$ cat config.mk
export PLATFORM = sky130hd
export DESIGN_NAME = spi_dopi_responder
export DESIGN_NICKNAME = d
export VERILOG_FILES = /design/src/rtl/spi_dopi_pkg.sv /design/src/rtl/spi_dopi_edge_sync.sv /design/src/rtl/spi_dopi_responder.sv
export SDC_FILE = /design/constraint.sdc
export NUM_CORES = 1
export LEC_CHECK = 0
export BUFFER_PORTS_ARGS = -buffer_cell sky130_fd_sc_hd__buf_2
export CORE_UTILIZATION = 56
export CTS_CLUSTER_SIZE = 8
export DETAILED_ROUTE_END_ITERATION = 10
export MAX_ROUTING_LAYER = met4
export PLACE_DENSITY_LB_ADDON = 0.25
export SYNTH_ARGS = -nofsm -noshare
export SYNTH_HDL_FRONTEND = slang
export SYNTH_SLANG_ARGS = --single-unit
$ cat constraint.sdc
create_clock -name clk -period 2.2 [get_ports clk]
set_input_delay 0.11 -clock clk [delete_from_list [all_inputs] [get_ports clk]]
set_output_delay 0.11 -clock clk [all_outputs]
set_load 0.05 [all_outputs]
$ cat src/rtl/spi_dopi_pkg.sv
`default_nettype none
// ============================================================================
// Module      : spi_dopi_pkg
// Description : Shared constants and types for the octal DDR (8D-8D-8D) SPI
//               flash responder: opcodes, FSM state encoding and the
//               synchronizer depth.
// Revision    : 1.0 - initial release
// ============================================================================
package spi_dopi_pkg;

    // Flip-flop depth of every pin synchronizer. sclk, cs_n and sio share it
    // so that data stays aligned with the clock edge it belongs to.
    localparam int SYNC_DEPTH = 2;

    // Supported opcodes. In DOPI mode each opcode is followed by its inverse.
    localparam logic [7:0] OP_8DTRD = 8'hEE;
    localparam logic [7:0] OP_RDSR  = 8'h05;

    typedef enum logic [2:0] {
        IDLE  = 3'd0,
        CMD   = 3'd1,
        ADDR  = 3'd2,
        DUMMY = 3'd3,
        DATA  = 3'd4,
        ABORT = 3'd5
    } state_t;

    // True when b is the bitwise inverse of a.
    function automatic logic is_complement(input logic [7:0] a,
                                           input logic [7:0] b);
        return (a ^ b) == 8'hFF;
    endfunction

endpackage
`default_nettype wire

$ cat src/rtl/spi_dopi_edge_sync.sv
`default_nettype none
// ============================================================================
// Module      : spi_dopi_edge_sync
// Description : Brings the host pins into the local clock domain and turns
//               sclk transitions into single-cycle beat pulses.
//               sclk, cs_n and sio_i all go through synchronizers of equal
//               depth. The edge detector and the cs_n/sio outputs are all
//               registered in the same stage, so rise/fall, cs_n_s and sio_s
//               describe the same pin instant (3 clk after the pin).
// Ports       : clk, rst_n      - local clock, async active-low reset
//               sclk, cs_n      - host pins (asynchronous)
//               sio_i[7:0]      - host data pins
//               rise, fall      - one-clk pulses per sclk edge (one DDR beat)
//               cs_n_s          - synchronized chip select
//               sio_s[7:0]      - sio captured alongside rise/fall
// Revision    : 1.0 - initial release
// ============================================================================
module spi_dopi_edge_sync
    import spi_dopi_pkg::*;
(
    input  logic       clk,
    input  logic       rst_n,
    input  logic       sclk,
    input  logic       cs_n,
    input  logic [7:0] sio_i,
    output logic       rise,
    output logic       fall,
    output logic       cs_n_s,
    output logic [7:0] sio_s
);

    logic [SYNC_DEPTH-1:0] sclk_sync;
    logic [SYNC_DEPTH-1:0] cs_sync;
    logic [7:0]            sio_sync [SYNC_DEPTH];
    logic                  sclk_prev;

    // cs_n resets to "selected": after a reset the responder sits in ABORT
    // and must see a real cs_n high before it accepts a command, so a reset
    // in the middle of a transaction cannot fake an idle gap.
    always_ff @(posedge clk or negedge rst_n) begin
        if (!rst_n) begin
            sclk_sync <= '0;
            cs_sync   <= '0;
            sclk_prev <= 1'b0;
            rise      <= 1'b0;
            fall      <= 1'b0;
            cs_n_s    <= 1'b0;
            sio_s     <= '0;
            for (int i = 0; i < SYNC_DEPTH; i++) begin
                sio_sync[i] <= '0;
            end
        end else begin
            sclk_sync   <= {sclk_sync[SYNC_DEPTH-2:0], sclk};
            cs_sync     <= {cs_sync[SYNC_DEPTH-2:0], cs_n};
            sio_sync[0] <= sio_i;
            for (int i = 1; i < SYNC_DEPTH; i++) begin
                sio_sync[i] <= sio_sync[i-1];
            end
            sclk_prev <= sclk_sync[SYNC_DEPTH-1];
            rise      <=  sclk_sync[SYNC_DEPTH-1] & ~sclk_prev;
            fall      <= ~sclk_sync[SYNC_DEPTH-1] &  sclk_prev;
            cs_n_s    <= cs_sync[SYNC_DEPTH-1];
            sio_s     <= sio_sync[SYNC_DEPTH-1];
        end
    end

endmodule
`default_nettype wire

$ cat src/rtl/spi_dopi_responder.sv
`default_nettype none
// ============================================================================
// Module      : spi_dopi_responder
// Description : Octal DDR (8D-8D-8D) SPI flash responder. Decodes a DOPI
//               command (opcode + inverse), a 32-bit address and the dummy
//               phase, then streams bytes from a synchronous memory read port
//               with an edge-aligned DQS. Bytes are prefetched one ahead.
// Build macro : SPI_DOPI_RESP_RDSR_EN - when defined, opcode 0x05 (RDSR) is
//               accepted and status_i is returned on every data beat.
// Parameters  : ADDR_W       - memory address width (9..32); host address is
//                              truncated to the low ADDR_W bits
//               DUMMY_CYCLES - sclk cycles between address and first data
// Ports       : clk, rst_n          - oversampling clock (>= 8x sclk), reset
//               sclk, cs_n, sio_i   - host pins
//               sio_o, sio_oe       - responder data and its enable
//               dqs_o, dqs_oe       - data strobe and its enable
//               ecs_n               - ECC error flag, never asserted
//               mem_rd, mem_addr    - one-cycle read strobe and byte address
//               mem_rdata           - read data, valid 1 clk after mem_rd
//               status_i            - status register value for RDSR
// Revision    : 1.0 - initial release
// ============================================================================
module spi_dopi_responder
    import spi_dopi_pkg::*;
#(
    parameter int ADDR_W       = 24,
    parameter int DUMMY_CYCLES = 20
) (
    input  logic              clk,
    input  logic              rst_n,
    input  logic              sclk,
    input  logic              cs_n,
    input  logic [7:0]        sio_i,
    output logic [7:0]        sio_o,
    output logic              sio_oe,
    output logic              dqs_o,
    output logic              dqs_oe,
    output logic              ecs_n,
    output logic              mem_rd,
    output logic [ADDR_W-1:0] mem_addr,
    input  logic [7:0]        mem_rdata,
    input  logic [7:0]        status_i
);

`ifdef SPI_DOPI_RESP_RDSR_EN
    localparam bit RDSR_EN = 1'b1;
`else
    localparam bit RDSR_EN = 1'b0;
`endif

    localparam int              DCNT_W   = $clog2(DUMMY_CYCLES + 1);
    localparam logic [DCNT_W-1:0] DCNT_END = DCNT_W'(DUMMY_CYCLES);

    // ------------------------------------------------------------------
    // Pin synchronization and beat detection
    // ------------------------------------------------------------------
    logic       rise;
    logic       fall;
    logic       cs_hi;
    logic [7:0] sio_b;
    logic       beat;

    spi_dopi_edge_sync u_edge_sync (
        .clk    (clk),
        .rst_n  (rst_n),
        .sclk   (sclk),
        .cs_n   (cs_n),
        .sio_i  (sio_i),
        .rise   (rise),
        .fall   (fall),
        .cs_n_s (cs_hi),
        .sio_s  (sio_b)
    );

    assign beat  = rise | fall;
    assign ecs_n = 1'b1;

    // ------------------------------------------------------------------
    // State and datapath registers
    // ------------------------------------------------------------------
    state_t            state;
    state_t            state_nxt;
    state_t            eff_state;
    logic [1:0]        beat_cnt;
    logic [DCNT_W-1:0] dummy_cnt;
    logic [7:0]        opcode;
    logic              is_rdsr;
    logic              op_ok;
    logic [7:0]        data_byte;
    logic              rd_pend;

    logic [7:0]        sio_o_nxt;
    logic              sio_oe_nxt;
    logic              dqs_o_nxt;
    logic              dqs_oe_nxt;
    logic              mem_rd_nxt;
    logic [ADDR_W-1:0] mem_addr_nxt;

    // IDLE with cs_n already low behaves as CMD, so a beat arriving in the
    // same cycle as the synchronized cs_n fall is taken as the opcode.
    assign eff_state = (state == IDLE) ? CMD : state;

    assign op_ok = (opcode == OP_8DTRD) || (RDSR_EN && (opcode == OP_RDSR));

    // ------------------------------------------------------------------
    // FSM: state register. Reset lands in ABORT, which waits for cs_n high.
    // ------------------------------------------------------------------
    always_ff @(posedge clk or negedge rst_n) begin
        if (!rst_n) begin
            state <= ABORT;
        end else begin
            state <= state_nxt;
        end
    end

    // ------------------------------------------------------------------
    // FSM: next-state logic. cs_n high overrides any beat in the same cycle.
    // ------------------------------------------------------------------
    always_comb begin
        state_nxt = state;
        if (cs_hi) begin
            state_nxt = IDLE;
        end else begin
            case (eff_state)
                CMD: begin
                    state_nxt = CMD;
                    if (beat && beat_cnt == 2'd1) begin
                        if (is_complement(opcode, sio_b) && op_ok) begin
                            state_nxt = ADDR;
                        end else begin
                            state_nxt = ABORT;
                        end
                    end
                end
                ADDR: begin
                    if (beat && beat_cnt == 2'd3) begin
                        state_nxt = DUMMY;
                    end
                end
                // Leave on the falling edge that closes the last dummy
                // cycle, so the first data beat is always a rising edge.
                DUMMY: begin
                    if (fall && dummy_cnt == DCNT_END) begin
                        state_nxt = DATA;
                    end
                end
                default: begin
                    state_nxt = state;
                end
            endcase
        end
    end

    // ------------------------------------------------------------------
    // FSM: output logic (next values of the registered outputs)
    // ------------------------------------------------------------------
    always_comb begin
        sio_o_nxt    = sio_o;
        sio_oe_nxt   = sio_oe;
        dqs_o_nxt    = dqs_o;
        dqs_oe_nxt   = dqs_oe;
        mem_rd_nxt   = 1'b0;
        mem_addr_nxt = mem_addr;
        if (cs_hi) begin
            sio_oe_nxt = 1'b0;
            dqs_oe_nxt = 1'b0;
            dqs_o_nxt  = 1'b0;
        end else begin
            case (eff_state)
                // The address is shifted straight into mem_addr; after four
                // bytes only the low ADDR_W bits of the host address remain.
                ADDR: begin
                    if (beat) begin
                        mem_addr_nxt = {mem_addr[ADDR_W-9:0], sio_b};
                        if (beat_cnt == 2'd3) begin
                            mem_rd_nxt = ~is_rdsr;
                        end
                    end
                end
                DUMMY: begin
                    dqs_oe_nxt = 1'b1;
                    dqs_o_nxt  = 1'b0;
                    sio_oe_nxt = 1'b0;
                end
                // Each beat presents the prefetched byte and fetches the
                // next one; mem_addr wraps naturally at 2^ADDR_W.
                DATA: begin
                    dqs_oe_nxt = 1'b1;
                    if (beat) begin
                        sio_o_nxt  = is_rdsr ? status_i : data_byte;
                        sio_oe_nxt = 1'b1;
                        dqs_o_nxt  = rise;
                        if (!is_rdsr) begin
                            mem_addr_nxt = mem_addr + ADDR_W'(1);
                            mem_rd_nxt   = 1'b1;
                        end
                    end
                end
                ABORT: begin
                    sio_oe_nxt = 1'b0;
                    dqs_oe_nxt = 1'b0;
                    dqs_o_nxt  = 1'b0;
                end
                default: begin
                    sio_oe_nxt = sio_oe;
                end
            endcase
        end
    end

    always_ff @(posedge clk or negedge rst_n) begin
        if (!rst_n) begin
            sio_o    <= '0;
            sio_oe   <= 1'b0;
            dqs_o    <= 1'b0;
            dqs_oe   <= 1'b0;
            mem_rd   <= 1'b0;
            mem_addr <= '0;
        end else begin
            sio_o    <= sio_o_nxt;
            sio_oe   <= sio_oe_nxt;
            dqs_o    <= dqs_o_nxt;
            dqs_oe   <= dqs_oe_nxt;
            mem_rd   <= mem_rd_nxt;
            mem_addr <= mem_addr_nxt;
        end
    end

    // ------------------------------------------------------------------
    // Counters, opcode capture and the prefetch latch
    // ------------------------------------------------------------------
    always_ff @(posedge clk or negedge rst_n) begin
        if (!rst_n) begin
            beat_cnt  <= '0;
            dummy_cnt <= '0;
            opcode    <= '0;
            is_rdsr   <= 1'b0;
            data_byte <= '0;
            rd_pend   <= 1'b0;
        end else begin
            // mem_rdata is valid exactly one cycle after the strobe.
            rd_pend <= mem_rd;
            if (rd_pend) begin
                data_byte <= mem_rdata;
            end
            if (cs_hi) begin
                beat_cnt  <= '0;
                dummy_cnt <= '0;
            end else begin
                case (eff_state)
                    CMD: begin
                        if (beat) begin
                            if (beat_cnt == 2'd0) begin
                                opcode   <= sio_b;
                                beat_cnt <= 2'd1;
                            end else begin
                                beat_cnt <= 2'd0;
                                is_rdsr  <= RDSR_EN && (opcode == OP_RDSR);
                            end
                        end
                    end
                    // Wraps back to 0 on the fourth address beat.
                    ADDR: begin
                        if (beat) begin
                            beat_cnt <= beat_cnt + 2'd1;
                        end
                    end
                    DUMMY: begin
                        if (rise && dummy_cnt != DCNT_END) begin
                            dummy_cnt <= dummy_cnt + DCNT_W'(1);
                        end
                    end
                    default: begin
                        beat_cnt <= beat_cnt;
                    end
                endcase
            end
        end
    end

endmodule
`default_nettype wire
==> impl_metrics.csv <==
group,metric,value,unit
outcome,status,"finished, final reports clean",
worst_setup_path,end_kind,"register",
global_routing,grt_max_degree,66,
route,final_antenna_net_count,0,
timing,setup_tns,0,ns
timing,fin_skew,0.0134,ns
timing,layout_min_cycle_time,2.07,ns
global_routing,track_usage,0.245,
yosys,synth_top_area_frac,0.555,
worst_setup_path,crit_start,"state[2]$_DFFE_PN1P_",
floorplanning,core,7250,um^2
floorplanning,rows,31,
route,first_pass_iters,4,
floorplanning,die_area,7830,um^2
worst_setup_path,cpLargestDelayFamily,"simple AND/OR/NAND/NOR gates",
route,vias,3212,
power_and_ir_drop,total_leakage_power,2.36,nW
global_routing,grt_overflow,0,
clocking,cts_buffer_depth,2,
layout,synthToLayoutAreaGrowth,19.1,%
flow_run,maxCapViolCount,0,
route,wl,8.67,mm
timing,rsz0062_at_grt,"false",
yosys,synth_nets,422,
route,wl_per_cell,15.2,um
layout,final_nets,502,
yosys,yosysWarnings,0,
yosys,ys_seq_elements,95,
worst_setup_path,worstSetupPathType,"register to register",
floorplanning,initial_core_util,0.578,
worst_setup_path,worstPathArrival,2.32,ns
clocking,cts.sinks,95,
hold_path,hold_path_class,"input pin to asynchronous set/reset pin",
worst_setup_path,cp_slowest_stage_delay,0.64,ns
power_and_ir_drop,power.density,916,nW/um^2
yosys,async_flop_share,1.00,
floorplanning,io_pins,65,
yosys,yosys-top-cells-area,"dfrtp_1, nand2_1, mux2_2",
worst_setup_path,critPathMaxFanout,15,
clocking,htreeDepth,3,
timing,hold_viol,0,
global_routing,antenna_found_initial,0,
layout,diodes,0,
floorplanning,die_x,88.5,um
yosys,synth_cell_types,56,
clocking,clock_latency,0.36,ns
yosys,syn_area_per_cell,10.8,um^2
worst_setup_path,rr_startpoint,"state[2]$_DFFE_PN1P_",
worst_setup_path,cp.buffers_inverters,1,
layout,drive_gt1_frac,0.245,
power_and_ir_drop,power,4.57,mW
worst_setup_path,cp_slowest_cell,"dfstp_2",
placement,place_congestion,0.857,
clocking,path_clk_slew,0.10,ns
route,drcViolationCount,0,
yosys,synth-edff-count,0,
placement,io_buffers,55,
yosys,syn_area,4190,um^2
clocking,cts_buffers,9,
route,viasPerCell,5.62,
global_routing,grt_pass1_vias,2950,
floorplanning,die_h,88.5,um
timing,worstMarginPinSlew,0.559,ns
worst_setup_path,path_cells,"or3b_4 > or3_1 > buf_4 > a21oi_1 > o21ai_1",
timing,finalSetupViolations,0,
worst_setup_path,critical_path_required,2.45,ns
timing,relSlewSlack,0.624,
timing,post-route-period-util,0.941,
power_and_ir_drop,vdd_drop_max,0.000495,V
clocking,cts_tree,"done",
route,drt_iter0_drc,180,
yosys,syn-instance-count,388,
clocking,root_buffer,"clkbuf_8",
timing,clock.fmax,483,MHz
timing,drv_slew,0,
global_routing,grt_pass1_wl,13.9,mm
yosys,seq_area_frac_synth,0.568,
worst_setup_path,cp-start-kind,"register",
yosys,ys.flop_type,"dfrtp_1",
yosys,synth_top_area_cell,"dfrtp_1",
placement,dpl.hpwl,5.77,mm
## sequential cells by signal (all words and copies together), names as in the netlist, 2 cells and up
signal	cells
u_edge_sync.sio_sync	16
state	3
sio_o	8
u_edge_sync.cs_sync	2
mem_addr	24
beat_cnt	2
u_edge_sync.sclk_sync	2
dummy_cnt	5
opcode	8
data_byte	8
u_edge_sync.sio_s	8
## layout make-up
class | count | area, um^2
sequential | 95 | 2380
timing repair buffer | 90 | 601
clock inverter | 6 | 52.6
fill | 588 | 2260
tap | 99 | 124
inverter | 7 | 26.3
clock buffer | 10 | 138
multi-input combinational | 265 | 1670
## placed cells by master (no fill, tap or decap), types with 3 or more instances in the layout
master / n
and4_1: 4
a2bb2oi_1: 3
nand2_1: 62
mux2_2: 16
buf_4: 16
a32oi_1: 6
and4b_1: 4
nor3_1: 6
nor2_1: 25
a311oi_1: 4
xor2_1: 4
ha_1: 6
a21oi_1: 21
o22ai_1: 4
nand3_1: 19
nand4_1: 10
a221oi_1: 3
buf_2: 54
a22oi_1: 3
mux2i_1: 9
nor2b_1: 5
and3_1: 5
clkbuf_8: 10
o21ai_0: 11
inv_1: 7
dlygate4sd3_1: 19
dfrtp_1: 93
## layer usage
layer  part of all wire  global-route usage  vias up
met5                  0                   -        -
met4              0.012               0.103        0
met3              0.045              0.0466        9
met2               0.49               0.378       91
met1               0.46               0.319     1573
li1                   -                   -     1539
## cell families after synthesis
group	share of synthesized area
compound gates	0.100
xor+xnor	0.0105
fa+ha+maj	0.0179
buf+inv	0.0340
flops	0.568
mux	0.0645
other cells	0.000895
simple gates	0.204
## worst reg2reg max path: stages, from the launching register on
cell	delay (ns)
dfstp_2	0.64
or3b_4	0.44
or3_1	0.39
buf_4	0.23
a21oi_1	0.18
o21ai_1	0.08
## path summary, 6_finish.rpt
| path | end | slack (ns) | cells past startpoint |
|---|---|---|---|
| max in group asynchronous | state[2]$_DFFE_PN1P_ | 1.27 | 3 |
| setup / recovery | mem_addr[3]$_DFFE_PN0P_ | 0.13 | 5 |
| setup reg to reg | mem_addr[3]$_DFFE_PN0P_ | 0.13 | 5 |
| hold / removal | mem_addr[13]$_DFFE_PN0P_ | 0.21 | 2 |
| hold reg to reg | u_edge_sync.sio_s[3]$_DFF_PN0_ | 0.35 | 0 |
| min in group clk | u_edge_sync.sio_s[3]$_DFF_PN0_ | 0.35 | 0 |
## cells in the mapped netlist (4+ instances only)
master,instances
clkbuf_1,10
nand2_1,62
nand4_1,10
xor2_1,4
nand3_1,19
a21oi_1,21
mux2i_1,9
and4_1,4
and3_1,5
a311oi_1,4
and4b_1,4
o22ai_1,4
nor3_1,6
o21ai_0,11
ha_1,6
mux2_2,16
inv_1,7
nor2_1,26
buf_2,7
nor2b_1,5
dfrtp_1,93
a32oi_1,6
## stage by stage
| step | setup slack, ns | instances | hold slack (ns) | util | area [um^2] |
|---|---|---|---|---|---|
| 3_5_place_dp | 0.0592 | 537 | 0.0645 | 0.635 | 4610 |
| 5_1_grt | 0.0239 | 572 | 0.234 | 0.688 | 4990 |
| 3_3_place_gp | 0.145 | 537 | 0.0593 | 0.635 | 4610 |
| 2_1_floorplan | 0.0605 | 388 | -0.186 | - | 4190 |
| 6_report | 0.130 | 572 | 0.208 | 0.688 | 4990 |
| 4_1_cts | 0.0303 | 572 | 0.212 | 0.688 | 4990 |
## report_power, final
| group | total [mW] | internal [mW] | switching [mW] |
|---|---|---|---|
| clock | 1.10 | 0.462 | 0.637 |
| combinational | 1.23 | 0.373 | 0.858 |
| sequential | 2.24 | 1.97 | 0.270 |
## timing repair
action                                  4_1_cts  5_1_grt
setup buffers                                 0        0
endpoints found under the hold margin        48        0
endpoints found under the setup margin        0        5
hold buffers                                 19        0
gates resized for setup                       0        1
No activity file was read; power rests on OpenSTA's default activity.
